--- src/rtl/clk_divider_prog.sv ---
// Programmable clock divider with glitch-free period/high-time reconfiguration.
// New settings wait in a shadow register and are applied only at a period boundary.
module clk_divider_prog #(
    parameter int unsigned CNT_W          = 26,
    parameter int unsigned DEFAULT_PERIOD = 50_000_000,
    parameter int unsigned DEFAULT_HIGH   = 25_000_000
) (
    input  logic             clk,
    input  logic             reset,
    input  logic             en,
    input  logic [CNT_W-1:0] cfg_period,
    input  logic [CNT_W-1:0] cfg_high,
    input  logic             cfg_load,
    output logic             cfg_ack,
    output logic             clk_out,
    output logic             tick,
    output logic             running
);

    localparam logic [CNT_W-1:0] DEF_P = CNT_W'(DEFAULT_PERIOD);
    localparam logic [CNT_W-1:0] DEF_H = CNT_W'(DEFAULT_HIGH);
    localparam logic [CNT_W-1:0] ONE   = CNT_W'(1);
    localparam logic [CNT_W-1:0] TWO   = CNT_W'(2);

    typedef enum logic [1:0] {IDLE, RUN, STOP} state_t;

    state_t           state_q;
    logic [CNT_W-1:0] cnt_q;
    logic [CNT_W-1:0] act_p_q, act_h_q;
    logic [CNT_W-1:0] shd_p_q, shd_h_q;
    logic             pend_q;
    logic             clk_out_q, tick_q, cfg_ack_q;

    logic [CNT_W-1:0] cap_p, cap_h;
    logic [CNT_W-1:0] cnt_d, h_d;
    logic             wrap;

    // Clamp requested config so the output always toggles (P>=2, 1<=H<=P-1).
    always_comb begin
        cap_p = (cfg_period < TWO) ? TWO : cfg_period;
        if (cfg_high == '0)
            cap_h = ONE;
        else if (cfg_high > cap_p - ONE)
            cap_h = cap_p - ONE;
        else
            cap_h = cfg_high;
    end

    // High time governing the period that starts at this edge if it is a wrap.
    always_comb begin
        wrap  = (cnt_q == act_p_q - ONE);
        cnt_d = wrap ? '0 : cnt_q + ONE;
        if (cfg_load)
            h_d = cap_h;
        else if (pend_q)
            h_d = shd_h_q;
        else
            h_d = act_h_q;
    end

    always_ff @(posedge clk) begin
        if (reset) begin
            state_q   <= IDLE;
            cnt_q     <= '0;
            act_p_q   <= DEF_P;
            act_h_q   <= DEF_H;
            shd_p_q   <= '0;
            shd_h_q   <= '0;
            pend_q    <= 1'b0;
            clk_out_q <= 1'b0;
            tick_q    <= 1'b0;
            cfg_ack_q <= 1'b0;
        end else begin
            tick_q    <= 1'b0;
            cfg_ack_q <= 1'b0;
            case (state_q)
                IDLE: begin
                    cnt_q     <= '0;
                    clk_out_q <= 1'b0;
                    pend_q    <= 1'b0;
                    if (cfg_load) begin
                        act_p_q   <= cap_p;
                        act_h_q   <= cap_h;
                        cfg_ack_q <= 1'b1;
                    end
                    if (en) begin
                        state_q   <= RUN;
                        clk_out_q <= 1'b1;
                        tick_q    <= 1'b1;
                    end
                end
                RUN, STOP: begin
                    cnt_q <= cnt_d;
                    if (wrap) begin
                        // A load coinciding with the wrap bypasses the shadow.
                        if (cfg_load) begin
                            act_p_q   <= cap_p;
                            act_h_q   <= cap_h;
                            cfg_ack_q <= 1'b1;
                        end else if (pend_q) begin
                            act_p_q   <= shd_p_q;
                            act_h_q   <= shd_h_q;
                            cfg_ack_q <= 1'b1;
                        end
                        pend_q <= 1'b0;
                        if (state_q == STOP && !en) begin
                            state_q   <= IDLE;
                            clk_out_q <= 1'b0;
                        end else begin
                            state_q   <= en ? RUN : STOP;
                            clk_out_q <= (cnt_d < h_d);
                            tick_q    <= 1'b1;
                        end
                    end else begin
                        if (cfg_load) begin
                            shd_p_q <= cap_p;
                            shd_h_q <= cap_h;
                            pend_q  <= 1'b1;
                        end
                        clk_out_q <= (cnt_d < act_h_q);
                        state_q   <= en ? RUN : STOP;
                    end
                end
                default: state_q <= IDLE;
            endcase
        end
    end

    assign clk_out = clk_out_q;
    assign tick    = tick_q;
    assign cfg_ack = cfg_ack_q;
    assign running = (state_q != IDLE);

endmodule

--- config.mk ---
export PLATFORM = sky130hd
export DESIGN_NAME = clk_divider_prog
export DESIGN_NICKNAME = d
export VERILOG_FILES = /design/src/rtl/clk_divider_prog.sv
export SDC_FILE = /design/constraint.sdc
export NUM_CORES = 1
export LEC_CHECK = 0
export ABC_AREA = 1
export CORE_MARGIN = 2
export CORE_UTILIZATION = 45
export DETAILED_ROUTE_END_ITERATION = 16
export GPL_ROUTABILITY_DRIVEN = 0
export GPL_TIMING_DRIVEN = 0
export PLACE_DENSITY = 0.73
export SYNTH_ARGS = -nofsm -noshare
export SYNTH_HDL_FRONTEND = slang
export SYNTH_SLANG_ARGS = --single-unit
--- constraint.sdc ---
create_clock -name clk -period 7 [get_ports clk]
set_input_delay 0.7 -clock clk [delete_from_list [all_inputs] [get_ports clk]]
set_output_delay 0.7 -clock clk [all_outputs]
set_load 0.05 [all_outputs]
After elaboration in Yosys (flattened, before gate mapping)
Cells that the tools add are included.

$add $sub $neg: 3. Multiplexer cells: 35. Magnitude comparators: 4. Reduce and logical (&&, ||, !) cells: 11. Equal/unequal tests: 8. Bitwise operators: 1.

Operator list (number): 26-bit 2-to-1 mux (12); 26-bit case mux with 2 select lines (3); 26-bit less-than comparator (2); 26-bit by 1-bit subtractor with 26-bit output, second input constant (2); 26-bit by 1-bit adder with 26-bit output, second input constant (1); 26-bit == test (1); 26-bit > comparator (1); 26-bit logical NOT (1); 26-bit by 2-bit less-than comparator with 1-bit output, second input constant (1); 1-bit 2-to-1 mux (11); 2-bit 2-to-1 mux (4); 1-bit case mux with 2 select lines (4); 2-bit != test, second input constant (3); 3-bit != test, second input constant (2); 3-bit AND reduction (2); 2-bit case mux with 2 select lines (1); 4-bit AND reduction (1); 2-bit nonzero test (2); 2-bit by 1-bit == test with 1-bit output, second input constant (1); 2-bit == test, second input constant (1); 2-bit logical NOT (1); 2-bit AND reduction (1); 2-bit OR reduction (1); 1-bit logical AND (1); 2 further kinds (2).

Output and inout port bits: 4. Input port bits: 56. Word-level logic and storage cells: 72. Flip-flop bits (word level): 136.

Logic depth before layout (Yosys ltp)
Gate-level depths: netlist (run 1).

Depth after elaboration: 11. Mapped depth: 45. Gate-level depth less buffers: 43.

Worst setup path after synthesis (run 1)
Ideal clock, no wire load.

Path kind: input to register. From: input cfg_period[13]. To: register clk_out_q, in the netlist clk_out. Buffers on the path: 2. Path slack: 1728 ps. Library setup time: 134 ps. Required time: 6866 ps. Cell stages on the path: 38. Arrival time: 5138 ps. Cell sequence: nor2_1 nand2_1 nor2_2 nand4_2 nand2_4 nand3_4 nor3_4 nand3_2 nor3_2 nand4_1 or2_1 and2_1 ha_1 nand2_1 inv_1 nand3_1 nor2_1 nand2_1 (+2 left out) inv_1 buf_2 buf_2 nor2_1 a211oi_1 nand2_1 o21ai_0 inv_1 ha_1 nand2_1 nor2_1 nand4_1 nor4b_1 nand2_1 nand2_1 nand3_1 nand2_1 a21oi_1.

Cells in the longest elaborated chain, start to end: 11.

RTL lines: start, declared (RTL line 11) `input logic [CNT_W-1:0] cfg_period,`; 26-bit by 2-bit less-than comparator with 1-bit output (RTL line 40) `cap_p = (cfg_period < TWO) ? TWO : cfg_period;`; 26-bit 2-to-1 mux (*) (RTL line 40); 26-bit by 1-bit subtractor with 26-bit output (*) (RTL line 43, 44); 26-bit > comparator (RTL line 43) `else if (cfg_high > cap_p - ONE)`; 26-bit 2-to-1 mux (*) (RTL line 43); 26-bit 2-to-1 mux (*) (RTL line 41) `if (cfg_high == '0)`; 26-bit 2-to-1 mux (*) (RTL line 53) `if (cfg_load)`; 26-bit less-than comparator (*) (RTL line 111) `clk_out_q <= (cnt_d < h_d);`; 1-bit 2-to-1 mux (*) (RTL line 106) `if (state_q == STOP && !en) begin`; 1-bit 2-to-1 mux (*) (RTL line 94) `if (wrap) begin`; 1-bit case mux with 2 select lines (*) (RTL line 76) `case (state_q)`; end signal, assigned (RTL line 111); end signal, assigned (RTL line 120) `clk_out_q <= (cnt_d < act_h_q);`; end, declared (RTL line 32) `logic clk_out_q, tick_q, cfg_ack_q;`.

Mark *: on every way between the ends. The rest lies on a longest branch, timed or not. A chain may end at the register's enable or synchronous reset.

Worst setup path after layout (run 1)
From: input cfg_period[17]. To: register clk_out_q, in the netlist clk_out.

Same word-level chain as after synthesis.

==> results_dict.tcl, run 1 <==
set metrics [dict create \
    slew_headroom_pct 48.2 \
    clkLatencyLatePin_ns 0.43 \
    rows 56 \
    drv_slew 0 \
    syn_to_final_growth_pct 15.6 \
    drive_above_1_share_pct 6.98 \
    final_util_pct 52.9 \
    crit_path_start_kind "primary input" \
    min_path_type "reg -> reg" \
    grt_max_degree 17 \
    wl_met2_um 15400 \
    drtIter0Drc 1261 \
    grt_usage_pct 29.3 \
    place_ws_ns 0.0137 \
    start_util_pct 45.7 \
    vias_per_cell 5.62 \
    hold_viol_final 0 \
    slowest_delay_ns 0.59 \
    syn_area_mm2 0.0107 \
    coreArea_mm2 0.0235 \
    die_area_mm2 0.0251 \
    dpl_cell_area_mm2 0.0117 \
    cp.arrival_ns 6.88 \
    worst_pin_slew_ns 0.776 \
    cts-root-buf "clkbuf_16" \
    ir_worst_vdd_mv 0.141 \
    post-route-period-util_pct 94.3 \
    cts_made_buffers 17 \
    cts.clk_slew.worst_paths_ns 0.06 \
    syn_area_per_cell_um2 6.49 \
    grt_pass1_wl_um 56700 \
    io_buffers 59 \
    antenna_found_initial 0 \
    fillers 2326 \
    rsz0062_at_grt "no" \
    final_common_cell "nand2_1" \
    met1_length_um 15500 \
    first_pass_iters 5 \
    dpl.hpwl_um 28800 \
    critPathCaptureType "register" \
    ys_warn_count 0 \
    outcome "completed" \
    syn-num-nets 1792 \
    final_cell_mix "nand2_1 (368), inv_1 (189), o21ai_0 (174)" \
    p_leak_nw 5.51 \
    fin_tns_setup_ns 0 \
    hold_buffers 0 \
    synth_cell_types 55 \
    stdcell_count 2066 \
    grt_remaining_overflow 0 \
    setup_violations 0 \
    synth_seq_cells 136 \
    die_h_um 158 \
    htree_levels 4 \
    cts_tree "done" \
    path_max_fanout 10 \
    path_class "in -> reg" \
    route.detailed.drc 0 \
    hold_ws_ns 0.456 \
    crit_top_cell "nand2_1" \
    n_antenna_cell 0 \
    finalCriticalPeriod_ns 6.60 \
    fin_ws_ns 0.401 \
    die_w_um 158 \
    cp_top_family "simple AND/OR/NAND/NOR gates" \
    clkSinkCount 136 \
    cts.path.max_buffers 2 \
    highest_layer "met4" \
    yosysSeqAreaShare_pct 25.4 \
    placed_cells 2032 \
    fin_area_mm2 0.0124 \
    pwr_density_cell_mw_per_mm2 208 \
    wl_met3_um 2920 \
    postSynthCellCount 1654 \
    skew_ns 0.00942 \
    pin_count 60 \
    wl_um 36000 \
    maxCapViolCount 0 \
    detail_route.wl_per_cell_um 17.4 \
    ant_nets 0 \
    first_global_vias 10800 \
    layout.nets 1872 \
    max_freq_mhz 152 \
    slowest_stage "clkdlybuf4s50_1" \
    power.total_mw 2.58 \
    cp.required_ns 7.28 \
    cp_num_buf_inv 7 \
    num_vias 11600 \
]
## Yosys cell counts (all sizes together)
library cell,count,share of area (%)
nand2,373,13
inv,199,7.0
o21ai,183,8.6
nor2,182,7.1
a21oi,168,7.9
dfxtp,136,25
ha,82,9.6
nand3,56,3.6
xor2,51,4.2
clkbuf,41,1.4
o211ai,31,2.2
nand4,30,1.9
buf,28,1.4
nor3,27,1.5
xnor2,12,0.98
nor4,10,0.86
mux2i,8,0.75
a211oi,5,0.35
a31oi,5,0.29
nand3b,4,0.28
clkinv,3,0.12
or2,3,0.17
and2,2,0.12
nor3b,2,0.14
o21bai,2,0.14
o221a,2,0.21
o22ai,2,0.12
a2111o,1,0.10
a2111oi,1,0.082
a21o,1,0.070
a22oi,1,0.070
nor4b,1,0.082
o2111ai,1,0.082
o21a,1,0.070
## metal layers
metal | vias up | global-route usage [%]
met3 | 117 | 3.46
li1 | 5649 | -
met4 | 0 | 17.5
met2 | 583 | 45.8
met1 | 5261 | 38.9
met5 | - | 0
## report_power, final
| group | switching (mW) | internal (mW) | total, mW |
|---|---|---|---|
| registers | 0.0519 | 0.839 | 0.891 |
| logic | 0.460 | 0.232 | 0.692 |
| clock network | 0.351 | 0.651 | 1.00 |
## registers in the layout, summed over array words and instances (netlist names)
signal / flops
shd_h_q: 26
pend_q: 1
act_h_q: 26
cnt_q: 26
tick: 1
state_q: 2
shd_p_q: 26
cfg_ack: 1
act_p_q: 26
clk_out: 1
## what timing repair did
action	4_1_cts	5_1_grt
resized for setup	0	6
buffers inserted	0	2
endpoints found under the setup margin	0	1
## final cells by class
cell class                      count  area [um2]  share of cell area (%)
Buffer                             69         310                    2.50
Multi-Input combinational cell   1247        6960                    56.0
Inverter                          202         759                    6.12
Clock buffer                       21         460                    3.71
Clock inverter                     11         195                    1.57
Tap cell                          319         399                    3.22
Sequential cell                   136        2720                    21.9
Timing Repair Buffer               61         611                    4.92
## logic make-up (layout without fill, tap and decap cells)
logic type | count (synthesis) | in the layout | synth area share (%)
compound gates | 404 | 404 | 20.3
xor+xnor | 63 | 63 | 5.14
fa+ha+maj | 82 | 82 | 9.56
buf+inv | 271 | 364 | 9.94
flops | 136 | 136 | 25.4
mux | 8 | 8 | 0.746
simple gates | 690 | 690 | 29.0
## worst paths after layout
check,start,to,slack (ns),cells past startpoint
max,cfg_period[17],clk_out,0.40,39
min,shd_p_q[11],shd_p_q[11],0.46,2
max reg2reg,act_p_q[0],clk_out,2.65,23
min reg2reg,shd_p_q[11],shd_p_q[11],0.46,2
## worst reg2reg max path: cells and delay by family, from the launching register on
family / cells / cell delay, ns
simple gates: 17 / 2.69
buf+inv: 3 / 0.57
fa+ha+maj: 2 / 0.56
flops: 1 / 0.34
compound gates: 1 / 0.06
Note: power is estimated with default switching activity, not from simulation.
==> run 2: changes to the inputs <==
--- a/config.mk
+++ b/config.mk
@@ -11,7 +11,7 @@
 export DETAILED_ROUTE_END_ITERATION = 16
 export GPL_ROUTABILITY_DRIVEN = 0
 export GPL_TIMING_DRIVEN = 0
-export PLACE_DENSITY = 0.73
+export PLACE_DENSITY = 0.75
 export SYNTH_ARGS = -nofsm -noshare
 export SYNTH_HDL_FRONTEND = slang
 export SYNTH_SLANG_ARGS = --single-unit
==> constraint.sdc (replaced) <==
create_clock -name clk -period 5.3 [get_ports clk]
set_input_delay 0.53 -clock clk [delete_from_list [all_inputs] [get_ports clk]]
set_output_delay 0.53 -clock clk [all_outputs]
set_load 0.05 [all_outputs]
==> results_dict.tcl, run 2 (same netlist as run 1, synthesis figures left out) <==
set metrics [dict create \
    outcome "completed" \
    busiest_layer "met2" \
    power.total_mw 3.48 \
    crit_top_cell "buf_4" \
    cp.required_ns 5.66 \
    drive_above_1_share_pct 17.4 \
    grt_usage_pct 30.1 \
    coreArea_mm2 0.0235 \
    pwr_density_cell_mw_per_mm2 258 \
    drv_slew 0 \
    num_vias 12300 \
    hold_ws_ns 0.392 \
    max_freq_mhz 192 \
    cts_tree "done" \
    slew_headroom_pct 40.2 \
    drtIter0Drc 1480 \
    grt_use_met3_pct 4.79 \
    skew_ns 0.0114 \
    ir_worst_vdd_mv 0.169 \
    final_util_pct 57.4 \
    slowest_stage "o211ai_1" \
    placed_cells 2032 \
    hold_buffers 0 \
    wl_um 39000 \
    grt_util_met2_pct 47.4 \
    cp_top_family "buffers and inverters" \
    maxCapViolCount 0 \
    syn_to_final_growth_pct 25.4 \
    first_global_vias 11100 \
    ant_nets 0 \
    post-route-period-util_pct 98.2 \
    first_pass_iters 6 \
    cts_made_buffers 17 \
    detail_route.wl_per_cell_um 18.2 \
    grt_pass1_wl_um 58000 \
    dpl.hpwl_um 28400 \
    antenna_found_initial 0 \
    clkSinkCount 136 \
    finalCriticalPeriod_ns 5.20 \
    grt_max_degree 17 \
    path_max_fanout 6 \
    route.detailed.drc 0 \
    layout.nets 1943 \
    pin_count 60 \
    slowest_delay_ns 0.35 \
    htree_levels 4 \
    stdcell_count 2137 \
    cp_num_buf_inv 15 \
    min_path_type "in -> reg" \
    crit_path_start_kind "primary input" \
    fillers 2130 \
    hold_viol_final 0 \
    grt_remaining_overflow 0 \
    clkLatencyLatePin_ns 0.44 \
    die_h_um 158 \
    start_util_pct 45.7 \
    rows 56 \
    final_cell_mix "nand2_1 (348), inv_1 (174), o21ai_0 (162)" \
    path_class "in -> reg" \
    io_buffers 59 \
    die_area_mm2 0.0251 \
    n_antenna_cell 0 \
    cts.clk_slew.worst_paths_ns 0.06 \
    final_common_cell "nand2_1" \
    grt_util_met1_pct 38.8 \
    cts.path.max_buffers 2 \
    fin_ws_ns 0.0963 \
    p_leak_nw 5.93 \
    setup_violations 0 \
    place_ws_ns -1.51 \
    worst_pin_slew_ns 0.897 \
    die_w_um 158 \
    cp.arrival_ns 5.56 \
    vias_per_cell 5.76 \
    critPathCaptureType "register" \
    cts-root-buf "clkbuf_16" \
]
## run 2: cell count changes in the layout (fill, tap and decap cells not counted), sizes merged
| cell | change |
|---|---|
| buf | +88 |
| clkdlybuf4s50 | -23 |
| clkinv | +4 |
| clkbuf | +3 |
| bufinv | -2 |
| clkinvlp | +1 |
| dlymetal6s2s | -1 |
| inv | +1 |
## run 2: final cells by class
| cell class | instances | area (um2) | area share, % |
|---|---|---|---|
| Multi-Input combinational cell | 1247 | 7510 | 55.8 |
| Sequential cell | 136 | 2720 | 20.2 |
| Timing Repair Buffer | 132 | 1110 | 8.22 |
| Inverter | 202 | 764 | 5.68 |
| Clock buffer | 17 | 425 | 3.16 |
| Tap cell | 319 | 399 | 2.96 |
| Buffer | 69 | 355 | 2.64 |
| Clock inverter | 15 | 179 | 1.33 |
## run 2: layer usage
layer	wire length [um]	vias to the layer above
met5	0	-
met4	2700	0
met3	3620	166
met2	17000	745
met1	15600	5625
li1	-	5774
## run 2: final timing paths
path | startpoint | to | slack [ns] | depth (start not counted)
hold reg to reg | shd_p_q[11] | shd_p_q[11] | 0.46 | 2
hold / removal | cfg_period[13] | shd_p_q[13] | 0.39 | 3
setup reg to reg | act_p_q[0] | clk_out | 0.96 | 28
setup / recovery | cfg_period[19] | clk_out | 0.1 | 40
## run 2: what timing repair did
| action | 4_1_cts | 5_1_grt |
|---|---|---|
| pin swaps | 47 | 68 |
| gates cloned | 2 | 0 |
| setup buffers | 45 | 26 |
| endpoints found under the setup margin | 1 | 1 |
| gates resized for setup | 106 | 182 |
## run 2: worst min-delay path: stages
cell and delay, ns:
buf_6 0.11, inv_1 0.08, a21oi_1 0.06
## run 2: stage by stage
stage          instance area [um2]  TNS (ns)
2_1_floorplan                10700         0
3_3_place_gp                 11700     -1.92
3_5_place_dp                 11700     -3.44
4_1_cts                      12900         0
5_1_grt                      13500    -0.129
6_report                     13500         0
## run 2: where the power goes
group	internal [mW]	total (mW)	switching, mW
Clock	0.740	1.23	0.491
Sequential	1.11	1.18	0.0689
Combinational	0.391	1.07	0.678
==> run 3: changes to the inputs <==
--- a/config.mk
+++ b/config.mk
@@ -7,11 +7,11 @@
 export LEC_CHECK = 0
 export ABC_AREA = 1
 export CORE_MARGIN = 2
-export CORE_UTILIZATION = 45
+export CORE_UTILIZATION = 56
 export DETAILED_ROUTE_END_ITERATION = 16
 export GPL_ROUTABILITY_DRIVEN = 0
-export GPL_TIMING_DRIVEN = 0
-export PLACE_DENSITY = 0.75
+export PLACE_DENSITY = 0.88
+export SKIP_LAST_GASP = 1
 export SYNTH_ARGS = -nofsm -noshare
 export SYNTH_HDL_FRONTEND = slang
 export SYNTH_SLANG_ARGS = --single-unit
==> results_dict.tcl, run 3 (same netlist as run 1, synthesis figures left out) <==
set metrics [dict create \
    outcome "finished, violations left" \
    violations "setup timing" \
    route.detailed.drc 0 \
    path_max_fanout 8 \
    post-route-period-util_pct 104 \
    n_antenna_cell 0 \
    slowest_delay_ns 0.31 \
    finalCriticalPeriod_ns 5.50 \
    switching_share_pct 34.4 \
    grt_usage_pct 34.4 \
    p_int_mw 2.24 \
    slowest_stage "ha_1" \
    coreArea_mm2 0.0188 \
    drtIter0Drc 1691 \
    final_common_cell "nand2_1" \
    cp_num_buf_inv 8 \
    cp_top_family "simple AND/OR/NAND/NOR gates" \
    drive_above_1_share_pct 16.5 \
    min_path_type "reg -> reg" \
    io_buffers 59 \
    p_seq_share_pct 34.4 \
    switchingPower_mw 1.17 \
    cp.arrival_ns 5.87 \
    rows 50 \
    layout.nets 1940 \
    p_leak_nw 6.03 \
    worst_pin_slew_ns 1.20 \
    detail_route.wl_per_cell_um 18.0 \
    die_h_um 142 \
    grt_max_degree 67 \
    final_cell_mix "nand2_1 (358), inv_1 (183), o21ai_0 (169)" \
    power.total_mw 3.41 \
    clkSinkCount 136 \
    slew_headroom_pct 20.1 \
    hold_viol_final 0 \
    min_path_cells 2 \
    rsz0062_at_grt "yes" \
    cts_made_buffers 17 \
    first_pass_iters 7 \
    grt_pass1_wl_um 55200 \
    maxCapViolCount 0 \
    start_util_pct 57.2 \
    first_global_vias 11200 \
    die_w_um 142 \
    ant_nets 0 \
    r2r_cells 23 \
    critPathCaptureType "register" \
    fin_ws_ns -0.204 \
    clkPwrFrac_pct 35.8 \
    cp.required_ns 5.66 \
    fin_tns_setup_ns -0.204 \
    cp.depth 42 \
    grt_remaining_overflow 0 \
    dpl.hpwl_um 25600 \
    num_vias 12400 \
    cts.path.max_buffers 2 \
    vias_per_cell 6.06 \
    cts.clk_slew.worst_paths_ns 0.06 \
    clkLatencyLatePin_ns 0.44 \
    syn_to_final_growth_pct 22.4 \
    htree_levels 4 \
    die_area_mm2 0.0203 \
    setup_violations 1 \
    ir_worst_vdd_mv 0.234 \
    skew_ns 0.00650 \
    cts-root-buf "clkbuf_16" \
    drv_slew 0 \
    crit_top_cell "nand2_1" \
    wl_um 36800 \
    pwr_density_cell_mw_per_mm2 260 \
    place_ws_ns -0.548 \
    antenna_found_initial 0 \
    path_class "in -> reg" \
    cts_tree "done" \
    comb_power_share_pct 29.7 \
    pin_count 60 \
    crit_path_start_kind "primary input" \
    max_freq_mhz 182 \
]
-- run 3: what timing repair did --
item | in CTS | in global routing
hold buffers | 0 | 0
pin swaps | 4 | 49
endpoints found under the setup margin | 1 | 1
resized for setup | 10 | 120
gates cloned | 1 | 1
buffers inserted | 3 | 18
endpoints found under the hold margin | 0 | 0
-- run 3: cell type report --
class | instances | area [um2]
multi-input combinational | 1247 | 7170
tap | 234 | 293
fill | 1372 | 5630
sequential | 136 | 2720
timing repair buffer | 197 | 1590
clock buffer | 20 | 447
clock inverter | 12 | 151
timing repair inverter | 1 | 7.51
inverter | 202 | 762
-- run 3: worst paths after layout --
check | start | endpoint | slack (ns)
hold reg to reg | shd_p_q[22] | shd_p_q[22] | 0.46
setup / recovery | cfg_period[20] | clk_out | -0.20
hold / removal | shd_p_q[22] | shd_p_q[22] | 0.46
setup reg to reg | act_p_q[0] | clk_out | 0.49
-- run 3: per-stage QoR --
stage / util [%] / hold slack (ns) / instance area (um2) / instances
after floorplan: - / 0.430 / 10700 / 1654
after global placement: 64.9 / 0.439 / 12200 / 1994
after detailed placement: 64.9 / 0.447 / 12200 / 1994
after CTS: 68.4 / 0.455 / 12800 / 2030
after global routing: 70.0 / 0.475 / 13100 / 2049
final: 70.0 / 0.457 / 13100 / 2049
-- run 3: worst register-to-register path, stage by stage (launching register included) --
cell       delay, ns
dfxtp_1         0.34
inv_2           0.10
ha_1            0.24
nand3_4         0.13
nor2_2          0.39
nand3_2         0.14
nor2_2          0.18
xor2_1          0.14
nor4_1          0.21
nand3_1         0.21
nor4_4          0.74
nor3_1          0.30
ha_1            0.38
nand2_1         0.07
o21ai_0         0.25
nand3_1         0.12
a21oi_1         0.14
o21bai_1        0.09
o2111ai_1       0.12
nor2_1          0.07
nand2_1         0.08
nand3_1         0.07
nand2_1         0.10
a21oi_1         0.06
-- run 3: per-layer routing --
layer	part of all wire, %	track usage [%]	routed length (um)	vias to the layer above
met3	10	5.99	3790	200
met1	39	44.4	14200	5622
met2	45	54.9	16600	834
li1	-	-	-	5762
met5	0	0	0	-
met4	6.1	18.6	2260	0
-- run 3: power groups by stage --
stage / registers [mW] / logic, mW / clock network (mW)
after floorplan: 1.18 / 0.606 / 0
after global placement: 1.19 / 0.879 / 0
after detailed placement: 1.19 / 0.916 / 0
after CTS: 1.17 / 0.935 / 1.21
after global routing: 1.18 / 1.11 / 1.26
final: 1.18 / 1.01 / 1.22
